<file path="config.mk">
export PLATFORM = sky130hd
export DESIGN_NAME = alu_control_md
export DESIGN_NICKNAME = d
export VERILOG_FILES = /design/src/rtl/alu_control_md_pkg.sv /design/src/rtl/alu_control_md_md_iter.sv /design/src/rtl/alu_control_md.sv
export SDC_FILE = /design/constraint.sdc
export NUM_CORES = 1
export LEC_CHECK = 0
export BUFFER_PORTS_ARGS = -buffer_cell sky130_fd_sc_hd__buf_4
export CAP_MARGIN = 40
export CORE_MARGIN = 2
export CORE_UTILIZATION = 49
export CTS_CLUSTER_DIAMETER = 100
export DETAILED_ROUTE_END_ITERATION = 8
export PLACE_DENSITY = 0.67
export SKIP_CTS_REPAIR_TIMING = 1
export SYNTH_ARGS = -nofsm -noshare
export SYNTH_HDL_FRONTEND = slang
export SYNTH_SLANG_ARGS = --single-unit
</file>
<file path="constraint.sdc">
create_clock -name clk -period 6.1 [get_ports clk]
set_input_delay 0.305 -clock clk [delete_from_list [all_inputs] [get_ports clk]]
set_output_delay 0.305 -clock clk [all_outputs]
set_load 0.005 [all_outputs]
</file>
<file path="src/rtl/alu_control_md_pkg.sv">
// Shared definitions for the ALU control decoder: command codes, aluop and
// funct encodings, M-extension funct3 codes and the control FSM states.
package alu_defs;

    localparam logic [3:0] CMD_AND  = 4'b0000;
    localparam logic [3:0] CMD_OR   = 4'b0001;
    localparam logic [3:0] CMD_ADD  = 4'b0010;
    localparam logic [3:0] CMD_XOR  = 4'b0011;
    localparam logic [3:0] CMD_SLL  = 4'b0100;
    localparam logic [3:0] CMD_SRL  = 4'b0101;
    localparam logic [3:0] CMD_SUB  = 4'b0110;
    localparam logic [3:0] CMD_SRA  = 4'b0111;
    localparam logic [3:0] CMD_SLT  = 4'b1000;
    localparam logic [3:0] CMD_SLTU = 4'b1001;

    localparam logic [1:0] ALUOP_MEM = 2'b00;
    localparam logic [1:0] ALUOP_BR  = 2'b01;
    localparam logic [1:0] ALUOP_R   = 2'b10;
    localparam logic [1:0] ALUOP_I   = 2'b11;

    localparam logic [2:0] M_MUL    = 3'b000;
    localparam logic [2:0] M_MULH   = 3'b001;
    localparam logic [2:0] M_MULHSU = 3'b010;
    localparam logic [2:0] M_MULHU  = 3'b011;
    localparam logic [2:0] M_DIV    = 3'b100;
    localparam logic [2:0] M_DIVU   = 3'b101;
    localparam logic [2:0] M_REM    = 3'b110;
    localparam logic [2:0] M_REMU   = 3'b111;

    localparam logic [6:0] F7_BASE   = 7'b0000000;
    localparam logic [6:0] F7_ALT    = 7'b0100000;
    localparam logic [6:0] F7_MULDIV = 7'b0000001;

    typedef enum logic [1:0] {
        ST_IDLE = 2'd0,
        ST_BUSY = 2'd1,
        ST_DONE = 2'd2
    } state_e;

    // Command for funct3 when funct7 selects the base (non-alternate) operation.
    function automatic logic [3:0] base_cmd(input logic [2:0] f3);
        logic [3:0] c;
        case (f3)
            3'b000:  c = CMD_ADD;
            3'b001:  c = CMD_SLL;
            3'b010:  c = CMD_SLT;
            3'b011:  c = CMD_SLTU;
            3'b100:  c = CMD_XOR;
            3'b101:  c = CMD_SRL;
            3'b110:  c = CMD_OR;
            default: c = CMD_AND;
        endcase
        return c;
    endfunction

endpackage

</file>
<file path="src/rtl/alu_control_md_md_iter.sv">
// Iterative multiply/divide: radix-2 shift-add multiplier and restoring divider
// working on operand magnitudes, with the sign applied to the final result.
module md_iter #(
    parameter int XLEN = 32
) (
    input  logic            clk,
    input  logic            rst,
    input  logic            start,
    input  logic            sign_a,
    input  logic            sign_b,
    input  logic            is_div,
    input  logic            sel_hi,
    input  logic [XLEN-1:0] a,
    input  logic [XLEN-1:0] b,
    output logic            done,
    output logic [XLEN-1:0] result
);

    localparam int CW = $clog2(XLEN) + 1;

    logic            running_reg;
    logic [CW-1:0]   cnt_reg;
    logic            div_reg, hi_reg, neg_reg;
    logic [XLEN-1:0] opnd_reg, acc_hi_reg, acc_lo_reg;
    logic [XLEN-1:0] acc_hi_next, acc_lo_next;

    logic            neg_a, neg_b;
    logic [XLEN-1:0] mag_a, mag_b;
    logic [XLEN:0]   mul_sum, div_shift, div_diff;
    logic [2*XLEN-1:0] prod, prod_s;
    logic [XLEN-1:0] div_raw;

    assign neg_a = sign_a & a[XLEN-1];
    assign neg_b = sign_b & b[XLEN-1];
    assign mag_a = neg_a ? -a : a;
    assign mag_b = neg_b ? -b : b;

    assign mul_sum   = {1'b0, acc_hi_reg} + (acc_lo_reg[0] ? {1'b0, opnd_reg} : '0);
    assign div_shift = {acc_hi_reg, acc_lo_reg[XLEN-1]};
    assign div_diff  = div_shift - {1'b0, opnd_reg};

    always_comb begin
        acc_hi_next = acc_hi_reg;
        acc_lo_next = acc_lo_reg;
        if (div_reg) begin
            // A cleared sign bit means the trial subtraction fits: keep it.
            if (!div_diff[XLEN]) begin
                acc_hi_next = div_diff[XLEN-1:0];
                acc_lo_next = {acc_lo_reg[XLEN-2:0], 1'b1};
            end else begin
                acc_hi_next = div_shift[XLEN-1:0];
                acc_lo_next = {acc_lo_reg[XLEN-2:0], 1'b0};
            end
        end else begin
            acc_hi_next = mul_sum[XLEN:1];
            acc_lo_next = {mul_sum[0], acc_lo_reg[XLEN-1:1]};
        end
    end

    assign done    = running_reg && (cnt_reg == CW'(XLEN));
    assign prod    = {acc_hi_reg, acc_lo_reg};
    assign prod_s  = neg_reg ? -prod : prod;
    assign div_raw = hi_reg ? acc_hi_reg : acc_lo_reg;

    always_comb begin
        if (div_reg) begin
            result = neg_reg ? -div_raw : div_raw;
        end else begin
            result = hi_reg ? prod_s[2*XLEN-1:XLEN] : prod_s[XLEN-1:0];
        end
    end

    always_ff @(posedge clk) begin
        if (rst) begin
            running_reg <= 1'b0;
            cnt_reg     <= '0;
            div_reg     <= 1'b0;
            hi_reg      <= 1'b0;
            neg_reg     <= 1'b0;
            opnd_reg    <= '0;
            acc_hi_reg  <= '0;
            acc_lo_reg  <= '0;
        end else if (start) begin
            running_reg <= 1'b1;
            cnt_reg     <= '0;
            div_reg     <= is_div;
            hi_reg      <= sel_hi;
            // Remainder follows the dividend sign; everything else is a xor b.
            neg_reg     <= (is_div && sel_hi) ? neg_a : (neg_a ^ neg_b);
            opnd_reg    <= mag_b;
            acc_hi_reg  <= '0;
            acc_lo_reg  <= mag_a;
        end else if (running_reg) begin
            if (done) begin
                running_reg <= 1'b0;
            end else begin
                cnt_reg    <= cnt_reg + CW'(1);
                acc_hi_reg <= acc_hi_next;
                acc_lo_reg <= acc_lo_next;
            end
        end
    end

endmodule

</file>
<file path="src/rtl/alu_control_md.sv">
// EX-stage ALU control: decodes aluop/funct3/funct7 into an ALU command and
// runs RV32M operations on the iterative unit behind a valid/ready handshake.
module alu_control_md
    import alu_defs::*;
#(
    parameter int XLEN  = 32,
    parameter bit MD_EN = 1'b1,
    parameter int CMD_W = 4
) (
    input  logic             clk,
    input  logic             rst,
    input  logic             in_valid,
    output logic             in_ready,
    input  logic [1:0]       aluop,
    input  logic [2:0]       funct3,
    input  logic [6:0]       funct7,
    input  logic [XLEN-1:0]  op_a,
    input  logic [XLEN-1:0]  op_b,
    output logic             out_valid,
    input  logic             out_ready,
    output logic [CMD_W-1:0] alucmd,
    output logic             md_sel,
    output logic [XLEN-1:0]  md_result,
    output logic             illegal
);

    logic [3:0] cmd;
    logic       ill, is_m;

    always_comb begin
        cmd  = CMD_ADD;
        ill  = 1'b0;
        is_m = 1'b0;
        case (aluop)
            ALUOP_MEM: cmd = CMD_ADD;
            ALUOP_BR: begin
                case (funct3)
                    3'b000, 3'b001: cmd = CMD_SUB;
                    3'b100, 3'b101: cmd = CMD_SLT;
                    3'b110, 3'b111: cmd = CMD_SLTU;
                    default:        ill = 1'b1;
                endcase
            end
            ALUOP_R: begin
                if (funct7 == F7_BASE) begin
                    cmd = base_cmd(funct3);
                end else if (funct7 == F7_ALT) begin
                    if (funct3 == 3'b000)      cmd = CMD_SUB;
                    else if (funct3 == 3'b101) cmd = CMD_SRA;
                    else                       ill = 1'b1;
                end else if (funct7 == F7_MULDIV && MD_EN) begin
                    is_m = 1'b1;
                end else begin
                    ill = 1'b1;
                end
            end
            default: begin
                // I-type: funct7 is immediate data except for the shift forms.
                case (funct3)
                    3'b000: cmd = CMD_ADD;
                    3'b001: if (funct7 == F7_BASE) cmd = CMD_SLL; else ill = 1'b1;
                    3'b101: begin
                        if (funct7 == F7_BASE)     cmd = CMD_SRL;
                        else if (funct7 == F7_ALT) cmd = CMD_SRA;
                        else                       ill = 1'b1;
                    end
                    default: cmd = base_cmd(funct3);
                endcase
            end
        endcase
        if (ill) cmd = CMD_ADD;
    end

    logic            b_zero, ovf, special, go_busy;
    logic [XLEN-1:0] special_res;
    logic            sign_a, sign_b, sel_hi;

    assign b_zero  = (op_b == '0);
    assign ovf     = (op_a == {1'b1, {(XLEN-1){1'b0}}}) && (op_b == '1);
    assign special = is_m && funct3[2] && (b_zero || (!funct3[0] && ovf));
    assign go_busy = is_m && !special;

    always_comb begin
        if (b_zero) special_res = funct3[1] ? op_a : '1;
        else        special_res = funct3[1] ? '0 : op_a;
    end

    assign sign_a = !(funct3 inside {M_MULHU, M_DIVU, M_REMU});
    assign sign_b = sign_a && (funct3 != M_MULHSU);
    assign sel_hi = funct3[2] ? funct3[1] : (funct3 != M_MUL);

    state_e          state_reg, state_next;
    logic            accept, md_done;
    logic [XLEN-1:0] md_res;

    assign in_ready = (state_reg == ST_IDLE) || ((state_reg == ST_DONE) && out_ready);
    assign accept   = in_valid && in_ready;

    always_comb begin
        state_next = state_reg;
        case (state_reg)
            ST_IDLE: if (accept) state_next = go_busy ? ST_BUSY : ST_DONE;
            ST_BUSY: if (md_done) state_next = ST_DONE;
            ST_DONE: begin
                if (out_ready) begin
                    if (accept) state_next = go_busy ? ST_BUSY : ST_DONE;
                    else        state_next = ST_IDLE;
                end
            end
            default: state_next = ST_IDLE;
        endcase
    end

    md_iter #(.XLEN(XLEN)) u_md_iter (
        .clk    (clk),
        .rst    (rst),
        .start  (accept && go_busy),
        .sign_a (sign_a),
        .sign_b (sign_b),
        .is_div (funct3[2]),
        .sel_hi (sel_hi),
        .a      (op_a),
        .b      (op_b),
        .done   (md_done),
        .result (md_res)
    );

    logic [CMD_W-1:0] alucmd_reg;
    logic             md_sel_reg, illegal_reg;
    logic [XLEN-1:0]  md_result_reg;

    always_ff @(posedge clk) begin
        if (rst) begin
            state_reg     <= ST_IDLE;
            alucmd_reg    <= CMD_W'(CMD_ADD);
            md_sel_reg    <= 1'b0;
            md_result_reg <= '0;
            illegal_reg   <= 1'b0;
        end else begin
            state_reg <= state_next;
            if (accept) begin
                alucmd_reg    <= CMD_W'(cmd);
                md_sel_reg    <= is_m;
                illegal_reg   <= ill;
                md_result_reg <= special ? special_res : '0;
            end else if ((state_reg == ST_BUSY) && md_done) begin
                md_result_reg <= md_res;
            end
        end
    end

    assign out_valid = (state_reg == ST_DONE);
    assign alucmd    = alucmd_reg;
    assign md_sel    = md_sel_reg;
    assign md_result = md_result_reg;
    assign illegal   = illegal_reg;

endmodule

</file>
==> flow_summary.toml <==
[die]
fp-row-count = 64
initial_core_util_pct = 49.58
num_io_pins = 120
dieArea_mm2 = 0.03229
die_x_um = 179.7
die_y_um = 179.7
core_area_mm2 = 0.03051

[synth]
ys_ff_latch = 146
syn_inst = 2129
synthFlopType = "dfxtp_1"
yosys.area.top_type = "dfxtp_1"
synth-edff-count = 0
synth_area_leaders = "dfxtp_1, nor2_1, xnor2_1"
yosys_warnings = 0
async_flop_share_pct = 0
synth_cell_types = 72
syn_avg_cell_area_um2 = 7.105
syn_area_mm2 = 0.01513
synth_top_area_share_pct = 19.32
seq_area_frac_synth_pct = 19.32
synth_nets = 2282

[routing]
drt_iter0_drc = 1876
routed_via_density = 6.414
firstDrtPassIters = 5
drc = 0
vias = 16230
wl_per_cell_um = 21.22
wl_mm = 53.71
antenna_left = 0

[global_route]
top_usage_layer = "met2"
grt_max_degree = 85
grt.met1_usage_pct = 44.41
use_met2_pct = 49.00
antenna_found_initial = 0
gr-total-overflow = 0
grtUsageTotal_pct = 32.17
use_met3_pct = 6.524
grt_pass1_vias = 14720
grt_pass1_wl_mm = 83.29

[final_layout]
fin_util_pct = 54.67
drive_gt1_share_pct = 10.54
areaGrowthSynthToFinish_pct = 10.27
antenna_cells = 0
nets = 2275
register_area_mm2 = 0.002932
mostFrequentLayoutCells = "nor2_1, nand2_1, a21oi_1, dfxtp_1, buf_4"
final_common_cell = "nor2_1"
fillers = 3000
multi_input_area_mm2 = 0.01133
fin_cells = 2531

[worst_setup_path]
cp.buffers_inverters = 2
cp-startpoint = "u_md_iter.acc_lo_reg[31]$_SDFFE_PP0P_"
cp_common_cell = "a21oi_1"
cp.arrival_ns = 4.75
cp-start-kind = "register"
cpPeakStageDelay_ns = 0.62
r2r_start = "u_md_iter.acc_lo_reg[31]$_SDFFE_PP0P_"
critPathTopFamily = "compound AO/OA/AOI/OAI gates"
worstPathRequired_ns = 6.44
worstSetupPathType = "reg -> reg"
r2r_slack_ns = 1.69
slowest_stage = "nor2_2"
cp_cell_sequence = "inv_1 -> ha_1 -> fa_1 -> nand2b_1 -> a21oi_1 -> o41ai_2 -> o21ai_0 -> a21o_1 -> a21oi_1 -> nor2_2 -> buf_4 -> mux2_2 -> a211oi_1 -> nor3_1"
endpoint_kind = "register"
crit_path_max_fanout = 16

[placement]
dpl_worst_slack_ns = 1.690
io_buffers = 119
gp_congestion = 0.9649
place_hpwl_mm = 39.64
placed_cells = 2499

[hold_path]
hold_class = "in -> reg"
hold_path_startpoint = "op_b[0]"

[sta]
fin_setup_tns_ns = 0
clock_skew_ns = 0.01102
fin_crit_sh_pct = 72.31
tightest_slew_ns = 0.9466
min_period_ns = 4.411
slew_headroom_pct = 36.89
max_clock_freq_mhz = 226.7
worst_slack_ns = 1.689
rsz0062_at_grt = "no"
final_hold_viol_count = 0
setup_viol = 0
slew_violations = 0

[power]
p_leak_nw = 6.310
power.density_mw_per_mm2 = 138.5
p_total_mw = 2.310
vdd_drop_max_mv = 0.2063

[clock_tree]
cts.clk_slew.worst_paths_ns = 0.07
cts_buffers = 17
clock-sinks = 146
clk_path_buf_depth = 2
clock-root-buffer = "clkbuf_16"
htreeDepth = 4
insertion_delay_ns = 0.47
cts_tree = "done"

[job]
maxCapViolCount = 0

[outcome]
outcome = "completed"
==> final timing paths <==
kind,depth (start not counted),end
min,3,u_md_iter.opnd_reg[0]$_SDFFE_PP0N_
max reg2reg,14,u_md_iter.acc_hi_reg[8]$_SDFFE_PP0P_
max,14,u_md_iter.acc_hi_reg[8]$_SDFFE_PP0P_
min reg2reg,2,md_sel$_SDFFE_PP0P_
==> tightest hold or removal path, stage by stage <==
cell and delay, ns:
buf_4 0.11, mux2i_1 0.06, nor2_1 0.07
==> Yosys cell counts (27+ instances only) <==
library cell / count
a21oi_1: 167
nor4_1: 31
ha_1: 71
inv_1: 65
nor2_1: 267
o21ai_0: 119
nand3_1: 33
nor3_1: 60
o31ai_1: 34
xnor2_1: 105
a21o_1: 34
a22oi_1: 27
mux2i_1: 68
xor2_1: 87
nand2_1: 191
clkbuf_1: 143
dfxtp_1: 146
a211oi_1: 119
==> kinds of logic (layout without fill, tap and decap cells) <==
| group | count (synthesis) | after routing | synth area share (%) |
|---|---|---|---|
| and+or+nand+nor | 736 | 736 | 22.86 |
| buffers and inverters | 235 | 241 | 5.931 |
| AOI/OAI and AO/OA | 645 | 645 | 27.79 |
| adders and majority gates | 96 | 96 | 7.660 |
| DFF | 146 | 146 | 19.32 |
| xor gates and xnor gates | 192 | 192 | 11.12 |
| muxes | 79 | 79 | 5.319 |
==> metal layers <==
metal,wire length [µm],vias to the layer above
met2,23530,765
met4,1781,0
met1,23580,7664
met5,0,-
li1,-,7719
met3,4820,85
==> through the flow <==
step | hold WS (ns) | area (µm²)
6_report | 0.1151 | 16680
5_1_grt | 0.1428 | 16680
4_1_cts | 0.1045 | 16680
3_5_place_dp | 0.4583 | 16110
3_3_place_gp | 0.4532 | 16060
2_1_floorplan | 0.4319 | 15130
==> power breakdown <==
group          switching [mW]  leakage, nW  internal [mW]
Clock                   0.504        0.278          0.571
Sequential            0.00329         1.18          0.956
Combinational           0.168         4.85          0.108
==> layout make-up <==
| class | count | share of cell area (%) |
|---|---|---|
| sequential | 146 | 17.58 |
| clock buffer | 17 | 2.550 |
| tap | 396 | 2.971 |
| inverter | 66 | 1.485 |
| timing repair buffer | 143 | 6.601 |
| multi-input combinational | 1748 | 67.93 |
| clock inverter | 15 | 0.8852 |
(Power assumes the default switching activity.)
